## src/rtl/ch_tx.sv

```systemverilog
// Channel transmitter: a small FIFO drained onto a two-phase req/ack toggle channel.
// Data is loaded one cycle before the request toggles and stays stable while a transfer is outstanding.
module ch_tx #(
  parameter int SIZE      = 8,
  parameter int BUFF_BITS = 3
) (
  input  logic                 clk,
  input  logic                 reset,
  input  logic                 in_valid,
  input  logic [SIZE-1:0]      in_flit,
  output logic                 in_ready,
  output logic                 ch_req,
  output logic [SIZE-1:0]      ch_flit,
  input  logic                 ch_ack,
  output logic [BUFF_BITS:0]   count,
  output logic                 busy
);

  localparam int DEPTH = 1 << BUFF_BITS;

  typedef enum logic [1:0] {
    ST_IDLE,
    ST_LOAD,
    ST_WAIT
  } state_t;

  state_t state, state_nxt;

  logic [SIZE-1:0]    mem [DEPTH];
  logic [BUFF_BITS:0] wr_ptr, rd_ptr;
  logic               ack_s1, ack_s2;
  logic               full, empty, wr_en;
  logic               fetch, req_toggle;

  // Pointers carry one extra wrap bit so full and empty are distinguishable.
  assign count    = wr_ptr - rd_ptr;
  assign full     = (count == (BUFF_BITS+1)'(DEPTH));
  assign empty    = (count == '0);
  assign in_ready = !full;
  assign wr_en    = in_valid && in_ready;
  assign busy     = (state != ST_IDLE);

  always_comb begin
    state_nxt  = state;
    fetch      = 1'b0;
    req_toggle = 1'b0;
    case (state)
      ST_IDLE: begin
        if (!empty) begin
          fetch     = 1'b1;
          state_nxt = ST_LOAD;
        end
      end
      ST_LOAD: begin
        req_toggle = 1'b1;
        state_nxt  = ST_WAIT;
      end
      ST_WAIT: begin
        // Next fetch overlaps the acknowledge so queued flits skip ST_IDLE.
        if (ack_s2 == ch_req) begin
          if (!empty) begin
            fetch     = 1'b1;
            state_nxt = ST_LOAD;
          end else begin
            state_nxt = ST_IDLE;
          end
        end
      end
      default: state_nxt = ST_IDLE;
    endcase
  end

  always_ff @(posedge clk or posedge reset) begin
    if (reset) begin
      state   <= ST_IDLE;
      ack_s1  <= 1'b0;
      ack_s2  <= 1'b0;
      ch_req  <= 1'b0;
      ch_flit <= '0;
      wr_ptr  <= '0;
      rd_ptr  <= '0;
    end else begin
      state  <= state_nxt;
      ack_s1 <= ch_ack;
      ack_s2 <= ack_s1;
      if (wr_en)
        wr_ptr <= wr_ptr + 1'b1;
      if (fetch) begin
        ch_flit <= mem[rd_ptr[BUFF_BITS-1:0]];
        rd_ptr  <= rd_ptr + 1'b1;
      end
      if (req_toggle)
        ch_req <= ~ch_req;
    end
  end

  // Storage needs no reset; a cleared pointer pair discards its contents.
  always_ff @(posedge clk) begin
    if (wr_en)
      mem[wr_ptr[BUFF_BITS-1:0]] <= in_flit;
  end

endmodule
```

## config.mk

```make
export PLATFORM = sky130hd
export DESIGN_NAME = ch_tx
export DESIGN_NICKNAME = d
export VERILOG_FILES = /design/src/rtl/ch_tx.sv
export SDC_FILE = /design/constraint.sdc
export NUM_CORES = 1
export LEC_CHECK = 0
export BUFFER_PORTS_ARGS = -buffer_cell sky130_fd_sc_hd__buf_4
export CAP_MARGIN = 20
export CORE_ASPECT_RATIO = 0.5
export CORE_UTILIZATION = 30
export CTS_CLUSTER_DIAMETER = 100
export DETAILED_ROUTE_END_ITERATION = 8
export PLACE_DENSITY = 0.5
export SETUP_SLACK_MARGIN = 0.15
export SLEW_MARGIN = 20
export SYNTH_ARGS = -nofsm -noshare
export SYNTH_HDL_FRONTEND = slang
export SYNTH_SLANG_ARGS = --single-unit
```

## constraint.sdc

```tcl
create_clock -name clk -period 3.1 [get_ports clk]
set_input_delay 0.155 -clock clk [delete_from_list [all_inputs] [get_ports clk]]
set_output_delay 0.155 -clock clk [all_outputs]
set_load 0.03 [all_outputs]
```

-- After elaboration in Yosys (flattened, before gate mapping)
Memory sizes are Yosys's and may differ from the RTL's. A register that Yosys moved wholly into a read port is not among the register bits.
Index checks and enable logic that the tools add are counted.
Widths: inputs -> output; s select.
- $add $sub $neg: 3
- eq/ne operators: 6
- muxes and demuxes: 10
- bitwise gates (word level): 1
- reductions and logical operators: 6
- operators with widths (kind ; number):
    $add 4x1->4 const B ; 2
    $mux 1 ; 6
    $pmux 2 s3 ; 1
    $eq 4x4->1 const B ; 1
    $logic_not 4->1 ; 1
    $mux 2 ; 2
    $ne 2x2->1 const B ; 2
    $sub 4x4->4 ; 1
    $eq 2x1->1 const B ; 1
    $eq 2x2->1 const B ; 1
    $logic_not 2->1 ; 1
    $pmux 1 s2 ; 1
    $reduce_and 2->1 ; 1
    $reduce_bool 2->1 ; 1
    $eq 1x1->1 ; 1
    $logic_and 1x1->1 ; 1
    $logic_not 1->1 ; 1
    $not 1->1 ; 1
- register bits after elaboration: 13
- memory bits (writable): 64
- input bits: 12
- logic and storage cells: 33
- memories kept: 1
- memories (name ; words ; bits a word ; rd ports ; clocked after Yosys merged registers in ; wr ports ; RTL line ; text):
    mem ; 8 ; 8 ; 1 ; 1 ; 1 ; 29 ; logic [SIZE-1:0] mem [DEPTH];

-- Depth between registers and ports, before layout
- depth after elaboration: 6
- mapped depth: 9

-- Worst setup path after synthesis
OpenSTA, ideal clock, no wires.
- path kind: flip-flop to flip-flop
- start point: register rd_ptr[2]
- end point: memory mem[0][0] (enable)
- library setup time: 0.395 ns
- arrival: 2.811 ns
- required time: 2.705 ns
- setup slack: -0.106 ns
- cell stages (with the launch flop): 9
- path buffers: 2
- period minus slack after synthesis: 3.206 ns
- path through: dfrtp_1 > buf_2 > buf_2 > inv_1 > ha_1 > and3b_1 > nor3_1 > nor3_1 > nor4_1
- word-level cells in the longest chain between the ends: 6
- RTL lines (element ; RTL line ; text):
    start: declaration ; 30 ; logic [BUFF_BITS:0] wr_ptr, rd_ptr;
    start signal: assignment ; 90 ; rd_ptr <= rd_ptr + 1'b1;
    $sub 4x4->4 ; 36 ; assign count = wr_ptr - rd_ptr;
    $eq 4x4->1 ; 37 ; assign full = (count == (BUFF_BITS+1)'(DEPTH));
    $logic_not 1->1 ; 39 ; assign in_ready = !full;
    $logic_and 1x1->1 ; 40 ; assign wr_en = in_valid && in_ready;
    $mux 1 ; 99 ; if (wr_en)
    $mux 1 (implied by the code) ; 100 ; mem[wr_ptr[BUFF_BITS-1:0]] <= in_flit;
    end: declaration ; 29 ;
Every way passes these cells.

-- Worst setup path in the final report
- start point: register wr_ptr[0]
- end point: register ch_flit[2], read port of mem
- word-level cells in the longest chain between the ends: 5
- RTL lines (element ; RTL line ; text):
    start: declaration ; 30 ;
    start signal: assignment ; 87 ; wr_ptr <= wr_ptr + 1'b1;
    $sub 4x4->4 (*) ; 36 ;
    $logic_not 4->1 (*) ; 38 ; assign empty = (count == '0);
    $mux 1 (*) ; 49, 61 ;
    $mux 1 ; 60 ; if (ack_s2 == ch_req) begin
    $pmux 1 s2 (*) ; 47 ; case (state)
    end: declaration ; 13 ; output logic [SIZE-1:0] ch_flit,
Every way passes the cells marked *; elsewhere a longest branch is shown, timed or not.
A chain may end at the register's enable or synchronous reset.

==> results.txt <==
Once layout is done, the placed cells without fillers occupy 4327 um2. The final critical delay including setup and external delays came out at 2.705 ns. The total overflow left after global routing is 0. The run gives 85 as the count of clock tree sinks. The reg-to-reg critical path startpoint is wr_ptr[0]$_DFFE_PP0P_. The clock latency on the worst-skew pair came out at 0.33 ns. The layout overhead on the synthesized area was 21.16%; the final count of hold timing violations was 0.

After clock tree synthesis, the clock-pin slew on the worst setup and hold paths is 0.06 ns. The final antenna-violating net count is 0. The critical path class was reg -> reg. Setup repair after global routing left no endpoint under its margin.

The setup violation total in the final timing report came out at 0. The endpoint identified for the worst register-to-register timing path is ch_flit[2]$_DFFE_PP0P_. After legalization and detailed placement, the total HPWL measured 4559 um. Nature of the critical path endpoint: a register. The most common cell type on the critical path is sky130_fd_sc_hd__inv_1.

Walking the worst path, the cells encountered are inv_1, ha_1, inv_1, fa_1, nor2b_1, nand2_1, o31a_1, mux2_2. Counting distinct cell types in the post-synthesis netlist gives 36. The cell area power density came out at 1197 nW/um2. The hold slack came out at 0.01836 ns. Summing all placed instances gives a cell area of 4044 um2. The fraction of final layout cells sized beyond drive strength 1 works out to 0.3790. The number of buffers inserted by hold repair at cts is 1, and the final RePlAce weighted congestion is 0.8602. Summed over all cells, the static leakage comes to 0.001589 uW.

The floorplan step defined a die boundary enclosing 12370 um2. The data arrival time at the worst-slack endpoint is 2.93 ns, and the routed wirelength normalized by instance count is 17.27 um. The final max-slew violation count was 0. Derived from the worst setup path, the maximum achievable clock frequency is 369.6 MHz.

The H-tree generated during clock tree synthesis spans 3 levels. The final clock skew is 0.008881 ns. In this run the deepest clock path goes through 2 buffers.

The share of the cycle needed by the critical path after routing is 0.8727, and the global-route wire length before repair is 11140 um. The tools report the normalized max-slew margin as 0.4011. The horizontal extent of the die is 156.3 um. The delay of the slowest critical-path stage was 0.74 ns.

Entering global routing, the biggest net connects 22 pins. Number of gates resized after CTS: 0. The initial cell density of the core came out at 0.3165.

The number of antenna violations at the first check in global routing is 0. The kind of launch point of the worst setup path was a register. The worst-case IR drop observed on VDD is 0.0004322 V. In this run, CTS created clock tree buffers numbering 9. The synthesized area per cell was 18.31 um2. The tools report the summed instance area of the synthesized netlist as 3571 um2. In this run the worst path has a maximum fanout of 11.

The synthesized design contains 85 register bits. The most common cell after layout, fill and taps aside is sky130_fd_sc_hd__edfxtp_1. Proportion of netlist area held by the largest area contributor: 0.5382.

The via count of the first global-routing pass was 1977; the depth of the worst register-to-register path was 8. For the minimum setup slack in the final design, the log shows 0.3947 ns. The run gives 85 as the number of DRC violations after detailed-routing iteration 0. Data on the critical path is required at its endpoint by 3.32 ns.

Setup slack on the worst reg-to-reg path comes out at 0.39 ns. Pin placement for this block handled 27 I/O pins. In this run the post-CTS setup repair buffer count came out at 0. The total DRC errors in the routed layout is 0. The library cells used most frequently in the layout, excluding fill and tap cells, are sky130_fd_sc_hd__edfxtp_1, sky130_fd_sc_hd__buf_4, sky130_fd_sc_hd__dfrtp_1.

The run gives 0.1275 as the total global routing track utilization. The clock root buffer master was sky130_fd_sc_hd__clkbuf_16. TritonCTS built the clock tree. The slew of the pin with the lowest slew margin came out at 0.8973 ns. The overall routed net length is 7027 um, and the chip height is 79.15 um. Most area-hungry cell type in the Yosys netlist: sky130_fd_sc_hd__edfxtp_1. The classification of the worst-slack hold path is in -> async. Together, buffers and inverters on the worst path number 2. Post-synthesis sequential area ratio: 0.6854. The run gives 0 as the max-capacitance violation count. Dividing the detail-routed via count by the number of cells gives 4.658. The number of buffers inserted by port buffering is 26.

In this run the standard cell core region covers 11280 um2. The logs give 0 for the number of inserted diodes and 0 ns for the setup TNS after final layout. The cell with the largest stage delay on the worst path was sky130_fd_sc_hd__o31a_1.

The number of cells produced by synthesis is 195, and the iteration count of the initial detailed-routing pass is 4. The run finished with clean final reports. In the final design database the tool counted 261 nets. Timing analysis after detailed placement gives a worst setup slack of 0.4038 ns. The run gives 5179 uW as the total power after layout.

Tracing the worst setup path back leads to its startpoint at wr_ptr[0]$_DFFE_PP0P_. Via count: 1896. The kind of cell with the highest combined delay on the critical path is compound AO/OA/AOI/OAI gates. The net count after synthesis is 213, and the total number of placement rows is 27. The tools report the warning count from the yosys run as 0. Yosys attributes the largest share of cell area to sky130_fd_sc_hd__edfxtp_1, sky130_fd_sc_hd__dfrtp_1, sky130_fd_sc_hd__mux4_2, sky130_fd_sc_hd__mux2_4, sky130_fd_sc_hd__mux2_2.
[registers in the layout, summed over array words and instances (netlist names)]
| register | count |
|---|---|
| state | 2 |
| ack_s1 | 1 |
| wr_ptr | 4 |
| ch_req | 1 |
| ch_flit | 8 |
| rd_ptr | 4 |
| ack_s2 | 1 |
| mem | 64 |
[worst max path at each step]
stage,depth (start not counted),slack (ns),endpoint
2_1_floorplan,8,-0.11,mem[0][0]$_DFFE_PP_
3_3_place_gp,8,0.49,ch_flit[2]$_DFFE_PP0P_
3_5_place_dp,8,0.40,ch_flit[2]$_DFFE_PP0P_
4_1_cts,8,0.39,ch_flit[2]$_DFFE_PP0P_
5_1_grt,8,0.29,ch_flit[2]$_DFFE_PP0P_
6_report,8,0.39,ch_flit[2]$_DFFE_PP0P_
[where the power goes]
part	switching (uW)	internal [uW]
Combinational	1340	1160
Sequential	147	1540
Clock	443	547
[synth_stat cells]
cell	n
sky130_fd_sc_hd__nand2b_1	3
sky130_fd_sc_hd__buf_6	3
sky130_fd_sc_hd__a21o_1	2
sky130_fd_sc_hd__nor2b_1	1
sky130_fd_sc_hd__a21oi_1	5
sky130_fd_sc_hd__mux2_2	10
sky130_fd_sc_hd__a211oi_1	1
sky130_fd_sc_hd__nor4_1	3
sky130_fd_sc_hd__or3_1	1
sky130_fd_sc_hd__o2111ai_1	1
sky130_fd_sc_hd__nor3_1	8
sky130_fd_sc_hd__nand4_1	2
sky130_fd_sc_hd__xnor2_2	1
sky130_fd_sc_hd__o311ai_0	2
sky130_fd_sc_hd__o31ai_1	1
sky130_fd_sc_hd__xor2_1	4
sky130_fd_sc_hd__inv_1	8
sky130_fd_sc_hd__o31a_1	1
sky130_fd_sc_hd__fa_1	1
sky130_fd_sc_hd__ha_1	5
sky130_fd_sc_hd__o21ai_0	2
sky130_fd_sc_hd__nand3b_1	1
sky130_fd_sc_hd__nand2_1	5
sky130_fd_sc_hd__buf_2	2
sky130_fd_sc_hd__a2111o_1	1
sky130_fd_sc_hd__edfxtp_1	64
sky130_fd_sc_hd__nand3_1	1
sky130_fd_sc_hd__buf_1	1
sky130_fd_sc_hd__dfrtp_1	21
sky130_fd_sc_hd__mux4_2	16
sky130_fd_sc_hd__nor2_1	2
sky130_fd_sc_hd__o211ai_1	1
sky130_fd_sc_hd__mux2_4	8
sky130_fd_sc_hd__or2_2	1
sky130_fd_sc_hd__xnor2_1	5
sky130_fd_sc_hd__and3b_1	1
[area by class of cell]
cell class | instances | area, um2
fillers | 1054 | 6957
flip-flops and latches | 85 | 2447
multi-input cells | 96 | 1052
repair buffers | 43 | 325.3
clock buffers | 9 | 225.2
well taps | 159 | 198.9
clock inverters | 7 | 47.55
inverters | 8 | 30.03
[routing by layer]
layer | global-route usage | share of wire | wire, um
met3 | 0.03985 | 0.038 | 266
met2 | 0.2067 | 0.47 | 3331
met1 | 0.1595 | 0.47 | 3329
met4 | 0.05098 | 0.014 | 99
met5 | 0 | 0 | 0
[cell families (layout without fill, tap and decap cells)]
group	count (synthesis)	after routing	share of synthesized area
flip-flops	85	85	0.6854
buffers and inverters	14	67	0.02172
adder cells (fa/ha/maj)	6	6	0.02313
AO/OA/AOI/OAI	17	17	0.03329
multiplexers	34	34	0.1661
AND/OR/NAND/NOR	29	29	0.04380
XOR/XNOR	10	10	0.02663
[per-stage QoR]
| stage | cells | utilization |
|---|---|---|
| 6_report | 407 | 0.3835 |
| 5_1_grt | 407 | 0.3835 |
| 4_1_cts | 407 | 0.3835 |
| 3_5_place_dp | 390 | 0.3584 |
| 3_3_place_gp | 390 | 0.3584 |
| 2_1_floorplan | 195 | - |
No activity file was read; power rests on OpenSTA's default activity.
